[src/rtl/capture_sequencer.sv]
// Capture controller: arms the trigger, keeps a sliding pre-trigger window in the sample FIFO,
// fills the FIFO after the trigger, then hands the read port to the UART readout. Macro: CAPTURE_SEQ_AUTOREARM_EN.
module capture_sequencer #(
  parameter int DEPTH_W    = 10,
  parameter int CLR_CYCLES = 4
) (
  input  logic               clk,
  input  logic               rst,
  input  logic               arm,
  input  logic               abort,
  input  logic [DEPTH_W-1:0] pretrig_cnt,
  input  logic               trig_hit,
  input  logic               FIFO_wrfull,
  input  logic               ctrl_rdreq,
  input  logic               readout_done,
  output logic               FIFO_wrreq,
  output logic               FIFO_rdreq,
  output logic               FIFO_aclr,
  output logic               triggerBlock_Syncrst,
  output logic               readout_start,
  output logic               busy,
  output logic [2:0]         state_debug
);

  typedef enum logic [2:0] {
    S_IDLE      = 3'd0,
    S_CLEAR     = 3'd1,
    S_PRETRIG   = 3'd2,
    S_WAIT_TRIG = 3'd3,
    S_POST      = 3'd4,
    S_START_RD  = 3'd5,
    S_READOUT   = 3'd6
  } state_t;

  localparam int                CLR_W    = (CLR_CYCLES > 1) ? $clog2(CLR_CYCLES) : 1;
  localparam logic [CLR_W-1:0]  CLR_LAST = CLR_W'(CLR_CYCLES - 1);

  state_t               r_state;
  logic [DEPTH_W-1:0]   r_pt_reg;
  logic [DEPTH_W-1:0]   r_wcnt;
  logic [CLR_W-1:0]     r_clr_cnt;

  logic [DEPTH_W-1:0]   w_pt_last;
  logic                 w_pt_nonzero;
  logic                 w_post_wr;

  assign w_pt_last    = r_pt_reg - 1'b1;
  assign w_pt_nonzero = (r_pt_reg != '0);
  // POST write is gated by the full flag directly so the FIFO is never written while full.
  assign w_post_wr    = (r_state == S_POST) && !FIFO_wrfull;

  // NOTE: every register in this block uses non-blocking assignment so all next-state
  // terms see the values from before the clock edge, regardless of statement order.
  always_ff @(posedge clk or negedge rst) begin
    if (!rst) begin
      r_state   <= S_IDLE;
      r_pt_reg  <= '0;
      r_wcnt    <= '0;
      r_clr_cnt <= '0;
    end else if (abort && (r_state != S_IDLE)) begin
      r_state <= S_IDLE;
    end else begin
      case (r_state)
        S_IDLE: begin
          if (arm) begin
            r_pt_reg  <= pretrig_cnt;
            r_clr_cnt <= '0;
            r_state   <= S_CLEAR;
          end
        end
        S_CLEAR: begin
          r_wcnt <= '0;
          if (r_clr_cnt == CLR_LAST) begin
            r_state <= w_pt_nonzero ? S_PRETRIG : S_WAIT_TRIG;
          end else begin
            r_clr_cnt <= r_clr_cnt + 1'b1;
          end
        end
        S_PRETRIG: begin
          r_wcnt <= r_wcnt + 1'b1;
          // A window as large as the FIFO fills before the count ends; skip the trigger.
          if (FIFO_wrfull) begin
            r_state <= S_START_RD;
          end else if (r_wcnt == w_pt_last) begin
            r_state <= S_WAIT_TRIG;
          end
        end
        S_WAIT_TRIG: begin
          if (trig_hit) begin
            r_state <= S_POST;
          end
        end
        S_POST: begin
          if (w_post_wr) begin
            r_wcnt <= r_wcnt + 1'b1;
          end
          if (FIFO_wrfull) begin
            r_state <= S_START_RD;
          end
        end
        S_START_RD: begin
          r_state <= S_READOUT;
        end
        S_READOUT: begin
          if (readout_done) begin
`ifdef CAPTURE_SEQ_AUTOREARM_EN
            r_clr_cnt <= '0;
            r_state   <= S_CLEAR;
`else
            r_state   <= S_IDLE;
`endif
          end
        end
        default: begin
          r_state <= S_IDLE;
        end
      endcase
    end
  end

  assign FIFO_wrreq           = (r_state == S_PRETRIG) || (r_state == S_WAIT_TRIG) || w_post_wr;
  assign FIFO_rdreq           = ((r_state == S_WAIT_TRIG) && w_pt_nonzero) ||
                                ((r_state == S_READOUT) && ctrl_rdreq);
  assign FIFO_aclr            = (r_state == S_CLEAR);
  assign triggerBlock_Syncrst = (r_state == S_CLEAR);
  assign readout_start        = (r_state == S_START_RD);
  assign busy                 = (r_state != S_IDLE);
  assign state_debug          = r_state;

endmodule

[config.mk]
export PLATFORM = sky130hd
export DESIGN_NAME = capture_sequencer
export DESIGN_NICKNAME = d
export VERILOG_FILES = /design/src/rtl/capture_sequencer.sv
export SDC_FILE = /design/constraint.sdc
export NUM_CORES = 1
export LEC_CHECK = 0
export BUFFER_PORTS_ARGS = -buffer_cell sky130_fd_sc_hd__clkbuf_2
export CAP_MARGIN = 10
export CORE_MARGIN = 2
export CORE_UTILIZATION = 28
export DETAILED_ROUTE_END_ITERATION = 7
export PLACE_DENSITY_LB_ADDON = 0.08
export SYNTH_ARGS = -nofsm -noshare
export SYNTH_HDL_FRONTEND = slang
export SYNTH_SLANG_ARGS = --single-unit
[constraint.sdc]
create_clock -name clk -period 3.05 [get_ports clk]
set_input_delay 0.61 -clock clk [delete_from_list [all_inputs] [get_ports clk]]
set_output_delay 0.61 -clock clk [all_outputs]
set_load 0.01 [all_outputs]
; ---- Yosys cells after proc, flatten, opt, wreduce, memory -nomap -nowiden
; Index checks and enable logic that the tools add are counted.
[word_totals]
latch_bits = 0
wordCells = 57
reg_bits = 25
out_inout_bits = 9
input_bits = 18
rom_bits = 0
mem_bits_rw = 0
mem_count = 0
[classes]
shift = 0
muxes = 15
div = 0
magnitude_cmp = 0
reduce_logical = 17
add_sub_neg = 3
n_eq_ne = 17
multipliers = 0
bitwise_logic = 1
[op_table]
columns = operator, count
row1 = one-hot mux 10 bit (3 select lines), 1
row2 = 2-to-1 mux 3 bit, 8
row3 = one-hot mux 3 bit (7 select lines), 1
row4 = "adder 10 x 1 -> 10 bit, second input constant", 1
row5 = equality test 10 bit, 1
row6 = 2-to-1 mux 10 bit, 1
row7 = nonzero test 10 bit, 1
row8 = "subtractor 10 x 1 -> 10 bit, second input constant", 1
row9 = "equality test 3 bit, second input constant", 3
row10 = "inequality test 3 bit, second input constant", 3
row11 = "equality test 3 x 2 -> 1 bit, second input constant", 2
row12 = "inequality test 2 bit, second input constant", 3
row13 = AND reduction 3 bit, 2
row14 = AND reduction 6 bit, 1
row15 = nonzero test 3 bit, 2
row16 = logical AND 1 bit, 4
row17 = 2-to-1 mux 2 bit, 2
row18 = "inequality test 4 bit, second input constant", 1
row19 = one-hot mux 2 bit (2 select lines), 1
row20 = AND reduction 4 bit, 1
row21 = "equality test 3 x 1 -> 1 bit, second input constant", 1
row22 = zero test 3 bit, 1
row23 = logical OR 1 bit, 3
row24 = "inequality test 3 x 1 -> 1 bit, second input constant", 1
row25 = other kinds (7), 7

; ---- Depth between registers and ports, before layout
[depth]
ltp_word = 6
depth_mapped = 8
depth_no_buf = 8

; ---- Worst setup path before layout
; No wires, ideal clock.
[synth_timing]
path_type = register to register
start = reg r_pt_reg[0]
end = reg r_state[0], in the netlist state_debug[0]
t_required_ns = 2.930
t_arrival_ns = 2.069
path_buffers = 0
period_less_slack_ns = 2.188
slack_ns = 0.862
setup_time_ns = 0.120
stages_incl_launch_ff = 9
path_cell_list = dfrtp_1 -> inv_1 -> ha_1 -> or3b_2 -> nor2_1 -> nand3_1 -> a2111oi_1 -> nand3_1 -> and3_1
[synth_via]
elab_chain_len = 5
word_cells_on_any_way = 9
cone_classes = add/sub (1) / eq/ne (2) / mux (4) / reduce/logical (2)
[synth_rtl]
columns = item, line_no
row1 = start: declaration, 39  ; logic [DEPTH_W-1:0] r_pt_reg;
row2 = start signal: assignment, 66  ; r_pt_reg <= pretrig_cnt;
row3 = "parallel branches: the longest is 5 deep, another holds subtractor 10 x 1 -> 10 bit", --
row4 = end signal: assignment, 74  ; r_state <= w_pt_nonzero ? S_PRETRIG : S_WAIT_TRIG;
row5 = end: declaration, 38  ; state_t r_state;
; Parallel ways; which one is timed is not known. The select of a mux whose other input is x is not followed.
; A chain may end at the register's enable or synchronous reset.

; ---- Worst setup path after layout
[layout_timing]
start = reg r_state[2], in the netlist state_debug[2]
end = out FIFO_wrreq
[layout_via]
elab_chain_len = 3
word_cells_on_any_way = 6
cone_classes = eq/ne (3) / reduce/logical (3)
[layout_rtl]
columns = item, line_no
row1 = equality test 3 x 2 -> 1 bit / equality test 3 bit (equally long branches), "121, 50"
row2 = logical OR 1 bit / logical AND 1 bit (equally long branches), "121, 50"
row3 = logical OR 1 bit *, 121  ; assign FIFO_wrreq = (r_state == S_PRETRIG) || (r_state == S_WAIT_TRIG) || w_post_wr;
row4 = end: declaration, 16  ; output logic FIFO_wrreq,
; Every way passes the cells marked *; elsewhere a longest branch is shown, timed or not.

==> summary.txt <==
Outcome
  – Status: finished, final reports clean

Power
  – Pwr/cell area: between 800 and 900 nW/um^2
  – Comb pwr share: 0.501
  – Sw Ratio: 0.4654
  – Total net switching power: 776.6 uW
  – Int Power: roughly 900 uW
  – Clk pwr share: 0.127
  – Share of total power in sequential cells: 0.371
  – P_leak: between 0.8 and 0.9 nW
  – Worst vdd ir: around 0.32 mV

Layout
  – Fillers: 640
  – Ratio of cells with drive above 1 in the final layout: 0.1786
  – Nets: 247
  – Final Util: 0.3294
  – Layout area overhead: 12.72%
  – ANT cells: 0

Setup path
  – Worst Setup End Kind: primary output
  – Setup crit start kind: flip-flop
  – Crit Path Class: reg2out
  – Crit path required time: between 2 and 2.5 ns
  – CP Data Arrival Time: a little under 2 ns
  – Worst Path Max Fanout: 13

Floorplan
  – Initial core utilization: 0.2922
  – Site row count: 28
  – Chip height: approximately 83 um
  – Core region area: 5991 um^2
  – I/O pins: 27
  – Die ar.: 6900 um^2
  – Die X: 83.07 um

Clock tree
  – Worst skew pair latency: approximately 0.28 ns
  – Post-CTS Setup Inserts: 0
  – CTS resizes: 0
  – CTS tree: yes
  – Hold_buf cts: 0
  – Clock buffer depth: 2
  – CTS clock-pin slew for the worst setup and hold paths: ~0.10 ns
  – CTS Sinks: 25
  – Root Buffer: clkbuf_8
  – H-tree levels: 1
  – Num CTS Buffers: 3

Logic synthesis
  – Count of flip-flops with a built-in enable after synthesis: 0
  – Count of cell types in the netlist: 51
  – Ys flop type: dfrtp_1
  – Cell taking the most area after synthesis: dfrtp_1
  – Sequential fraction of the synthesis area: 0.3574
  – Yosys reg bits: 25
  – Post-synth top area share: 0.3574
  – Mean Syn Cell Area: roughly 8.6 um^2
  – Mapped Area: around 1800 um^2
  – Yosys warning count: 0
  – Syn nets: ~230
  – Syn Inst Count: 203
  – Count leader, synth: nand2_1
  – Commonest cells post-synth: nand2_1, dfrtp_1, nor2_1, xor2_1, o21ai_0
  – Ys async rst share: 1.000
  – Synth top area cells: dfrtp_1, nand2_1, xor2_1

Place
  – GP Congestion: 0.7254
  – Post-detail-place hpwl: 3.145 mm
  – Port Buffer Count: 26

Detailed routing
  – Total vias in the final route: ~1.5k
  – Drt drc: 0
  – Initial DRC Count: 43
  – Via/cell ratio: just under 5
  – DRT Pass-1 Iters: 4
  – Final ANT Viol Nets: 0
  – Drt total wl: around 4.2 mm
  – Routed WL per cell: ~14 um

GRT
  – Top Usage Layer GRT: met2
  – Gr usage total: 0.1263
  – Grt met3 use: 0.01690
  – Gr ovfl total: 0
  – Met2 track demand over resource: 0.1994
  – Vias in the first global route: roughly 1.5k
  – Pin count of the biggest net entering global routing: 26
  – Number of antenna violations at the first check in global routing: 0
  – Met1 Use GR: 0.1780
  – First-pass GRT wire length: about 7 mm

Timing
  – Tmin final: around 2.6 ns
  – Final worst path period share: 0.8499
  – Worst slew pin tran: 0.7242 ns
  – Final hold viol count: 0
  – Unrepaired setup endpoints after global routing: false
  – Worst slew margin: 0.5128
  – F_max: about 390 MHz
  – Clk_skew: approximately 0.0044 ns
  – Total negative slack: 0 ns
  – Final Max Tran Viols: 0
  – Final setup fails: 0

Worst hold path
  – Worst Hold Class: in2async

Run
  – # Max-Cap Violations: 0
==> cells in the final DEF, fill, tap and decap left out, drive strengths merged, types with 5 or more instances in the layout <==
| master | Yosys | final |
|---|---|---|
| xnor2 | 7 | 7 |
| nor3 | 7 | 7 |
| xor2 | 12 | 12 |
| dfrtp | 25 | 25 |
| clkbuf | 3 | 29 |
| o21ai | 12 | 12 |
| nand2 | 38 | 38 |
| a21oi | 9 | 9 |
| nand3 | 5 | 5 |
| inv | 8 | 8 |
| nor2 | 13 | 13 |
==> final cells by class <==
type	count	area, um^2	share of cell area
clock buffers	3	41.29	0.02093
clock inverters	1	7.507	0.003805
inverters	8	30.03	0.01522
multi-input cells	160	1037	0.5257
flip-flops and latches	25	625.6	0.3171
well taps	75	93.84	0.04756
repair buffers	27	137.6	0.06975
==> routing by layer <==
layer | routed length (um) | share of wire
met2 | 1820 | 0.43
met4 | 73 | 0.017
met3 | 116 | 0.028
met1 | 2200 | 0.52
met5 | 0 | 0
==> through the flow <==
step | area [um^2] | hold WS, ns | std cells | power (mW) | worst slack (ns)
floorplan | 1750 | 0.3144 | 203 | 1.261 | 0.8618
global placement | 1924 | 0.4785 | 295 | 1.484 | 0.6929
detailed placement | 1924 | 0.4893 | 295 | 1.474 | 0.6526
CTS | 1973 | 0.3688 | 299 | 1.692 | 0.4566
global route | 1973 | 0.3865 | 299 | 1.839 | 0.3015
finish | 1973 | 0.3418 | 299 | 1.669 | 0.4577
==> critical path, cell delays in order (launching register included) <==
cell and delay, ns:
dfrtp_1 0.60, buf_4 0.23, or4b_2 0.60, o21ai_0 0.11
clkbuf_2 0.16
==> power groups by stage <==
stage / combinational, mW / clock, mW / sequential [mW]
floorplan: 0.725 / 0 / 0.535
global placement: 0.856 / 0 / 0.628
detailed placement: 0.845 / 0 / 0.629
CTS: 0.849 / 0.220 / 0.622
global route: 0.953 / 0.237 / 0.650
finish: 0.837 / 0.212 / 0.620
==> cell families after synthesis <==
| kind of cell | share of synthesized area |
|---|---|
| muxes | 0.01144 |
| adders and majority gates | 0.02859 |
| DFF | 0.3574 |
| AOI/OAI and AO/OA | 0.1616 |
| and+or+nand+nor | 0.2959 |
| xor gates and xnor gates | 0.09507 |
| buffers and inverters | 0.05003 |
==> path summary, 6_finish.rpt <==
check	slack, ns	from	cells after the start	endpoint
min reg2reg	0.49	r_clr_cnt[0]	1	r_clr_cnt[0]
max	0.46	state_debug[2]	4	FIFO_wrreq
min	0.34	rst	1	r_wcnt[3]
max in group asynchronous	2.29	rst	1	r_pt_reg[0]
max reg2reg	0.61	r_pt_reg[0]	8	state_debug[0]
min in group clk	0.49	r_clr_cnt[0]	1	r_clr_cnt[0]
Note: power is estimated with default switching activity, not from simulation.
